<file path="config.mk">
export PLATFORM = sky130hd
export DESIGN_NAME = rx_frame_controller
export DESIGN_NICKNAME = d
export VERILOG_FILES = /design/src/rtl/rx_proto_pkg.sv /design/src/rtl/rx_timeout_counter.sv /design/src/rtl/rx_frame_controller.sv
export SDC_FILE = /design/constraint.sdc
export NUM_CORES = 1
export LEC_CHECK = 0
export BUFFER_PORTS_ARGS = -buffer_cell sky130_fd_sc_hd__clkbuf_2
export CELL_PAD_IN_SITES_DETAIL_PLACEMENT = 0
export CELL_PAD_IN_SITES_GLOBAL_PLACEMENT = 1
export CORE_AREA = 4 4 72 74
export CTS_BUF_LIST = sky130_fd_sc_hd__clkbuf_16
export DETAILED_ROUTE_END_ITERATION = 10
export DIE_AREA = 0 0 76 78
export PLACE_DENSITY_LB_ADDON = 0.1
export SETUP_SLACK_MARGIN = 0.4
export SLEW_MARGIN = 20
export SYNTH_ARGS = -nofsm -noshare
export SYNTH_HDL_FRONTEND = slang
export SYNTH_SLANG_ARGS = --single-unit
</file>
<file path="constraint.sdc">
create_clock -name clk -period 5.2 [get_ports clk]
set_input_delay 0.78 -clock clk [delete_from_list [all_inputs] [get_ports clk]]
set_output_delay 0.78 -clock clk [all_outputs]
set_load 0.02 [all_outputs]
</file>
<file path="src/rtl/rx_proto_pkg.sv">
// Shared definitions for the receive-side command protocol: command bytes,
// FSM state encoding, error codes and operand byte-count helper.
package rx_proto_pkg;

  localparam logic [7:0] CMD_CONFIG_DEF  = 8'hCD;
  localparam logic [7:0] CMD_DISPLAY_DEF = 8'hD1;

  typedef enum logic [2:0] {
    ST_IDLE     = 3'd0,
    ST_RECV_A   = 3'd1,
    ST_RECV_B   = 3'd2,
    ST_RECV_OP  = 3'd3,
    ST_RECV_CHK = 3'd4,
    ST_DONE     = 3'd5
  } state_t;

  localparam logic [1:0] ERR_NONE    = 2'd0;
  localparam logic [1:0] ERR_TIMEOUT = 2'd1;
  localparam logic [1:0] ERR_CHK     = 2'd2;

  function automatic int calc_nb(input int data_w);
    return (data_w + 7) / 8;
  endfunction

endpackage

</file>
<file path="src/rtl/rx_timeout_counter.sv">
// Inter-byte watchdog. The abort it triggers is registered one clock after
// expire, so the counter loads CYCLES-2 to land the error CYCLES clocks after the last byte.
module rx_timeout_counter #(
  parameter int CYCLES = 2
) (
  input  logic clk,
  input  logic reset_n,
  input  logic clr,
  input  logic en,
  output logic expire
);
  localparam int               CNT_W = (CYCLES > 2) ? $clog2(CYCLES) : 1;
  localparam logic [CNT_W-1:0] LOAD  = CNT_W'((CYCLES > 2) ? CYCLES - 2 : 0);

  logic [CNT_W-1:0] cnt;

  always_ff @(posedge clk or negedge reset_n) begin
    if (!reset_n)                cnt <= '0;
    else if (clr)                cnt <= LOAD;
    else if (en && cnt != '0)    cnt <= cnt - 1'b1;
  end

  // A byte in the expiry cycle (clr) always wins over the timeout.
  assign expire = en && !clr && (cnt == '0);

endmodule

</file>
<file path="src/rtl/rx_frame_controller.sv">
// Receive-side frame FSM: assembles {op, B, A} from a byte stream with
// optional XOR checksum and inter-byte timeout, reporting aborts as error pulses.
module rx_frame_controller
  import rx_proto_pkg::*;
#(
  parameter int         DATA_W         = 8,
  parameter int         OP_W           = 6,
  parameter logic [7:0] CMD_CONFIG     = CMD_CONFIG_DEF,
  parameter logic [7:0] CMD_DISPLAY    = CMD_DISPLAY_DEF,
  parameter int         CHK_EN         = 0,
  parameter int         TIMEOUT_CYCLES = 0
) (
  input  logic                     clk,
  input  logic                     reset_n,
  input  logic                     data_ready_pulse,
  input  logic [7:0]               data_in,
  output logic [OP_W+2*DATA_W-1:0] alu_data_out,
  output logic                     reg_load_pulse,
  output logic                     display_cmd_pulse,
  output logic                     frame_err_pulse,
  output logic [1:0]               frame_err_code,
  output logic                     busy
);
  localparam int              NB      = calc_nb(DATA_W);
  localparam int              BC_W    = (NB > 1) ? $clog2(NB) : 1;
  localparam logic [BC_W-1:0] BC_LAST = BC_W'(NB - 1);

  state_t            state, state_nxt;
  logic [BC_W-1:0]   byte_cnt;
  logic [7:0]        chk;
  logic [DATA_W-1:0] a_sh, b_sh;
  logic [OP_W-1:0]   op_sh, op_cur;
  logic              disp_q, err_q, tmo_expire;
  logic              idle_like, last_byte, chk_ok;

  // Little-endian byte insert; bits of byte k beyond DATA_W fall away.
  function automatic logic [DATA_W-1:0] put_byte(input logic [DATA_W-1:0] cur,
                                                 input logic [7:0]        b,
                                                 input logic [BC_W-1:0]   k);
    logic [DATA_W-1:0] r;
    r = cur;
    for (int i = 0; i < DATA_W; i++)
      if (i / 8 == int'(k)) r[i] = b[3'(i % 8)];
    return r;
  endfunction

  assign idle_like = (state == ST_IDLE) || (state == ST_DONE);
  assign last_byte = (byte_cnt == BC_LAST);
  assign op_cur    = (state == ST_RECV_OP) ? data_in[OP_W-1:0] : op_sh;
  assign chk_ok    = (data_in == chk);

  generate
    if (TIMEOUT_CYCLES > 0) begin : g_tmo
      rx_timeout_counter #(.CYCLES(TIMEOUT_CYCLES)) u_tmo (
        .clk    (clk),
        .reset_n(reset_n),
        .clr    (data_ready_pulse || !busy),
        .en     (busy),
        .expire (tmo_expire)
      );
    end else begin : g_no_tmo
      assign tmo_expire = 1'b0;
    end
  endgenerate

  always_ff @(posedge clk or negedge reset_n) begin
    if (!reset_n) state <= ST_IDLE;
    else          state <= state_nxt;
  end

  always_comb begin
    state_nxt = state;
    case (state)
      ST_IDLE, ST_DONE:
        state_nxt = (data_ready_pulse && data_in == CMD_CONFIG) ? ST_RECV_A : ST_IDLE;
      ST_RECV_A:
        if (tmo_expire)                         state_nxt = ST_IDLE;
        else if (data_ready_pulse && last_byte) state_nxt = ST_RECV_B;
      ST_RECV_B:
        if (tmo_expire)                         state_nxt = ST_IDLE;
        else if (data_ready_pulse && last_byte) state_nxt = ST_RECV_OP;
      ST_RECV_OP:
        if (tmo_expire)            state_nxt = ST_IDLE;
        else if (data_ready_pulse) state_nxt = (CHK_EN != 0) ? ST_RECV_CHK : ST_DONE;
      ST_RECV_CHK:
        if (tmo_expire)            state_nxt = ST_IDLE;
        else if (data_ready_pulse) state_nxt = chk_ok ? ST_DONE : ST_IDLE;
      default:
        state_nxt = ST_IDLE;
    endcase
  end

  always_comb begin
    busy           = 1'b0;
    reg_load_pulse = 1'b0;
    case (state)
      ST_RECV_A, ST_RECV_B, ST_RECV_OP, ST_RECV_CHK: busy = 1'b1;
      ST_DONE:                                       reg_load_pulse = 1'b1;
      default: ;
    endcase
  end

  assign display_cmd_pulse = disp_q;
  assign frame_err_pulse   = err_q;

  always_ff @(posedge clk or negedge reset_n) begin
    if (!reset_n) begin
      byte_cnt       <= '0;
      chk            <= '0;
      a_sh           <= '0;
      b_sh           <= '0;
      op_sh          <= '0;
      alu_data_out   <= '0;
      disp_q         <= 1'b0;
      err_q          <= 1'b0;
      frame_err_code <= ERR_NONE;
    end else begin
      disp_q <= idle_like && data_ready_pulse && (data_in == CMD_DISPLAY);
      err_q  <= 1'b0;
      if (data_ready_pulse) begin
        case (state)
          ST_IDLE, ST_DONE:
            if (data_in == CMD_CONFIG) begin
              byte_cnt <= '0;
              chk      <= '0;
            end
          ST_RECV_A: begin
            a_sh     <= put_byte(a_sh, data_in, byte_cnt);
            chk      <= chk ^ data_in;
            byte_cnt <= last_byte ? '0 : byte_cnt + 1'b1;
          end
          ST_RECV_B: begin
            b_sh     <= put_byte(b_sh, data_in, byte_cnt);
            chk      <= chk ^ data_in;
            byte_cnt <= last_byte ? '0 : byte_cnt + 1'b1;
          end
          ST_RECV_OP: begin
            op_sh <= data_in[OP_W-1:0];
            chk   <= chk ^ data_in;
          end
          ST_RECV_CHK:
            if (!chk_ok) begin
              err_q          <= 1'b1;
              frame_err_code <= ERR_CHK;
            end
          default: ;
        endcase
      end
      if (tmo_expire) begin
        err_q          <= 1'b1;
        frame_err_code <= ERR_TIMEOUT;
      end
      // Only a completed frame reaches DONE, so aborts never touch the output.
      if (state_nxt == ST_DONE) alu_data_out <= {op_cur, b_sh, a_sh};
    end
  end

endmodule

</file>
==> results.tsv <==
stage	metric	value	unit
final_layout	share of cells above drive strength 1	31.4	%
route	Antenna Nets Post-Route	0	
timing	Tmin final	2.24	ns
timing	final hold viol count	0	
power_and_ir_drop	static leakage	1.13	nW
synth	Commonest cells post-synth	dfrtp_1 (42), mux2_1 (17), buf_4 (10), mux2_4 (10), xnor2_1 (9)	
timing	Setup violations, final	0	
synth	YS warnings	0	
cts	Worst-Skew Late Latency	0.28	ns
worst_setup_path	Worst EP required	4.42	ns
route	number of DRC markers in iteration 0	26	
timing	Worst Hold Slack	0.483	ns
place	Post-DP HPWL	2890	µm
cts	CTS tree	yes	
synth	synth top area cells	dfrtp_1 (49%), mux2_1 (9.0%), mux2_4 (7.1%), mux2_2 (3.7%), xnor2_1 (3.7%)	
cts	number of clock sinks	42	
floorplan	# rows	25	
worst_setup_path	critical path, cell by cell	nor2_1 -> xnor2_1 -> clkbuf_2	
cts	Setup Buffers After CTS	0	
place	port bufs	29	
worst_setup_path	critical path peak fanout	9	
worst_setup_path	FF-to-FF End	chk[0]	
cts	CTS Buf Count	5	
timing	Worst Tran Pin Value	0.921	ns
worst_setup_path	WP buf/inv	1	
place	routability cong.	0.757	
timing	count of pins over their slew limit	0	
global_routing	initial antenna violation count	0	
route	Pre-Repair DR Iteration Count	4	
cts	CTS max path bufs	2	
cts	Root Driver	clkbuf_16	
final_layout	Area Growth Syn to Fin	13.5	%
global_routing	first-pass GRT wire length	6910	µm
cts	hold-fix buffers at CTS	0	
worst_setup_path	crit path launch	state[1]	
synth	register area share after synthesis	49.4	%
floorplan	I/O pin cnt	39	
synth	top cell type's share of synthesized area	49.4	%
worst_setup_path	critical path class	reg2out	
worst_hold_path	Hold Path Class	reg2reg	
route	Routed WL	4140	µm
route	routed via count	1346	
worst_setup_path	slowest CP cell	dfrtp_1	
synth	FF+latch count, synth	42	
synth	Yosys cell types	37	
job	max-cap violation count	0	
timing	setup TNS	0	ns
global_routing	largest net degree at the start of global routing	43	
worst_setup_path	Arr. time, crit path	1.46	ns
cts	htree depth	2	
route	Vias/cell	5.49	
floorplan	core area	4600	µm²
route	WL/cell	16.9	µm
synth	Synth area leader	dfrtp_1	
timing	relative slew slack	38.6	%
floorplan	Initial Util	46.3	%
final_layout	Final Non-Filler Cells	245	
synth	most common cell in the netlist	dfrtp_1	
worst_setup_path	critical path startpoint category	flip-flop	
floorplan	die width	76	µm
worst_setup_path	Max stage delay on crit path	0.47	ns
global_routing	vias in the first global route	1346	
worst_setup_path	worst setup path end	busy	
timing	RSZ-0062 raised after global routing	no	
synth	synthesized netlist cell count	163	
synth	cell area after synthesis	2130	µm²
worst_setup_path	cells on worst reg2reg path	4	
worst_hold_path	Hold Crit Depth	1	
outcome	status	complete, no violations	
worst_setup_path	r2r setup slk	3.20	ns
synth	Post-synth EDFFs	0	
final_layout	final antenna diode count	0	
cts	Worst-path clk slew	0.05	ns
route	drt drc	0	
timing	clk_skew	0.00522	ns
place	DP Cell Count	238	
worst_setup_path	Crit. path cell count	3	
synth	Syn Area/Cell	13.1	µm²
worst_setup_path	Worst path top cell family by delay	flip-flops	
global_routing	total track usage	15.0	%
worst_setup_path	Worst setup EP type	output port	
power_and_ir_drop	Pwr Density	626	nW/µm²
synth	top_reg_cell synth	dfrtp_1	
power_and_ir_drop	peak supply drop	268	µV
timing	FMAX	446	MHz
synth	asr flop ratio synth	100	%
floorplan	die area	5930	µm²
timing	fin crit share	43.2	%
floorplan	die height	78	µm
cts	Resized cells post-CTS	0	
worst_setup_path	reg-to-reg startpoint	state[1]	
global_routing	GRT overflow	0	
final_layout	Final #Nets	202	
[per-layer routing]
metal / global-route usage [%] / vias up / share of wire, %
met2: 23.5 / 36 / 48
met3: 4.29 / 7 / 4.5
met5: 0 / - / 0
met1: 19.8 / 676 / 46
li1: - / 627 / -
met4: 5.34 / 0 / 1.6
[worst register-to-register path, stage by stage (launching register included)]
cell and delay (ns):
dfrtp_1 0.47, or4b_4 0.60, nor4_4 0.32, nor2_2 0.15, a221o_1 0.34
[cells by family after synthesis]
group	synth area share (%)
AO/OA/AOI/OAI	7.05
XOR/XNOR	4.53
buffers and inverters	5.53
flip-flops	49.4
multiplexers	19.8
other	0.176
AND/OR/NAND/NOR	13.6
[area by class of cell]
| type | instances | area [µm²] |
|---|---|---|
| Clock inverter | 2 | 33.8 |
| Sequential cell | 42 | 1050 |
| Tap cell | 54 | 67.6 |
| Timing Repair Buffer | 29 | 145 |
| Multi-Input combinational cell | 112 | 990 |
| Clock buffer | 5 | 125 |
| Inverter | 1 | 3.75 |
| Fill cell | 406 | 2180 |
[power breakdown]
part	switching [mW]	internal [mW]	leakage (nW)
logic	0.286	0.290	0.540
registers	0.113	0.483	0.509
clock network	0.119	0.222	0.0773
[how the worst min path moves through the flow]
stage | startpoint | endpoint
2_1_floorplan | a_sh[0] | a_sh[0]
3_3_place_gp | frame_err_code[1] | frame_err_code[1]
3_5_place_dp | frame_err_code[1] | frame_err_code[1]
4_1_cts | frame_err_code[1] | frame_err_code[1]
5_1_grt | b_sh[0] | b_sh[0]
6_report | b_sh[0] | b_sh[0]
[stage by stage]
stage	setup WS [ns]	power (mW)	utilization, %	instance area [µm²]
3_5_place_dp	2.76	1.19	49.1	2260
6_report	2.96	1.51	52.5	2420
3_3_place_gp	2.77	1.16	49.1	2260
4_1_cts	2.94	1.53	52.5	2420
2_1_floorplan	2.90	1.04	-	2160
5_1_grt	2.85	1.61	52.5	2420
[layout by cell type (no fill, tap or decap), types with 3 or more instances in the layout]
master | netlist | final
mux2_2 | 7 | 7
mux2_1 | 17 | 17
nand4_1 | 3 | 3
nand2_1 | 3 | 3
nor2_1 | 6 | 6
a221o_1 | 7 | 7
mux2_4 | 10 | 10
xnor2_1 | 9 | 9
dfrtp_1 | 42 | 42
conb_1 | 1 | 9
clkbuf_2 | 0 | 28
clkbuf_16 | 0 | 5
nor3b_1 | 8 | 8
nor2b_1 | 7 | 7
[flip-flops by register name (all words and copies together) (netlist names)]
| name | flops |
|---|---|
| alu_data_out | 14 |
| chk | 8 |
| op_sh | 6 |
| a_sh | 4 |
| b_sh | 4 |
| state | 3 |
| display_cmd_pulse | 1 |
| frame_err_code | 1 |
| frame_err_pulse | 1 |
No activity file was read; power rests on OpenSTA's default activity.
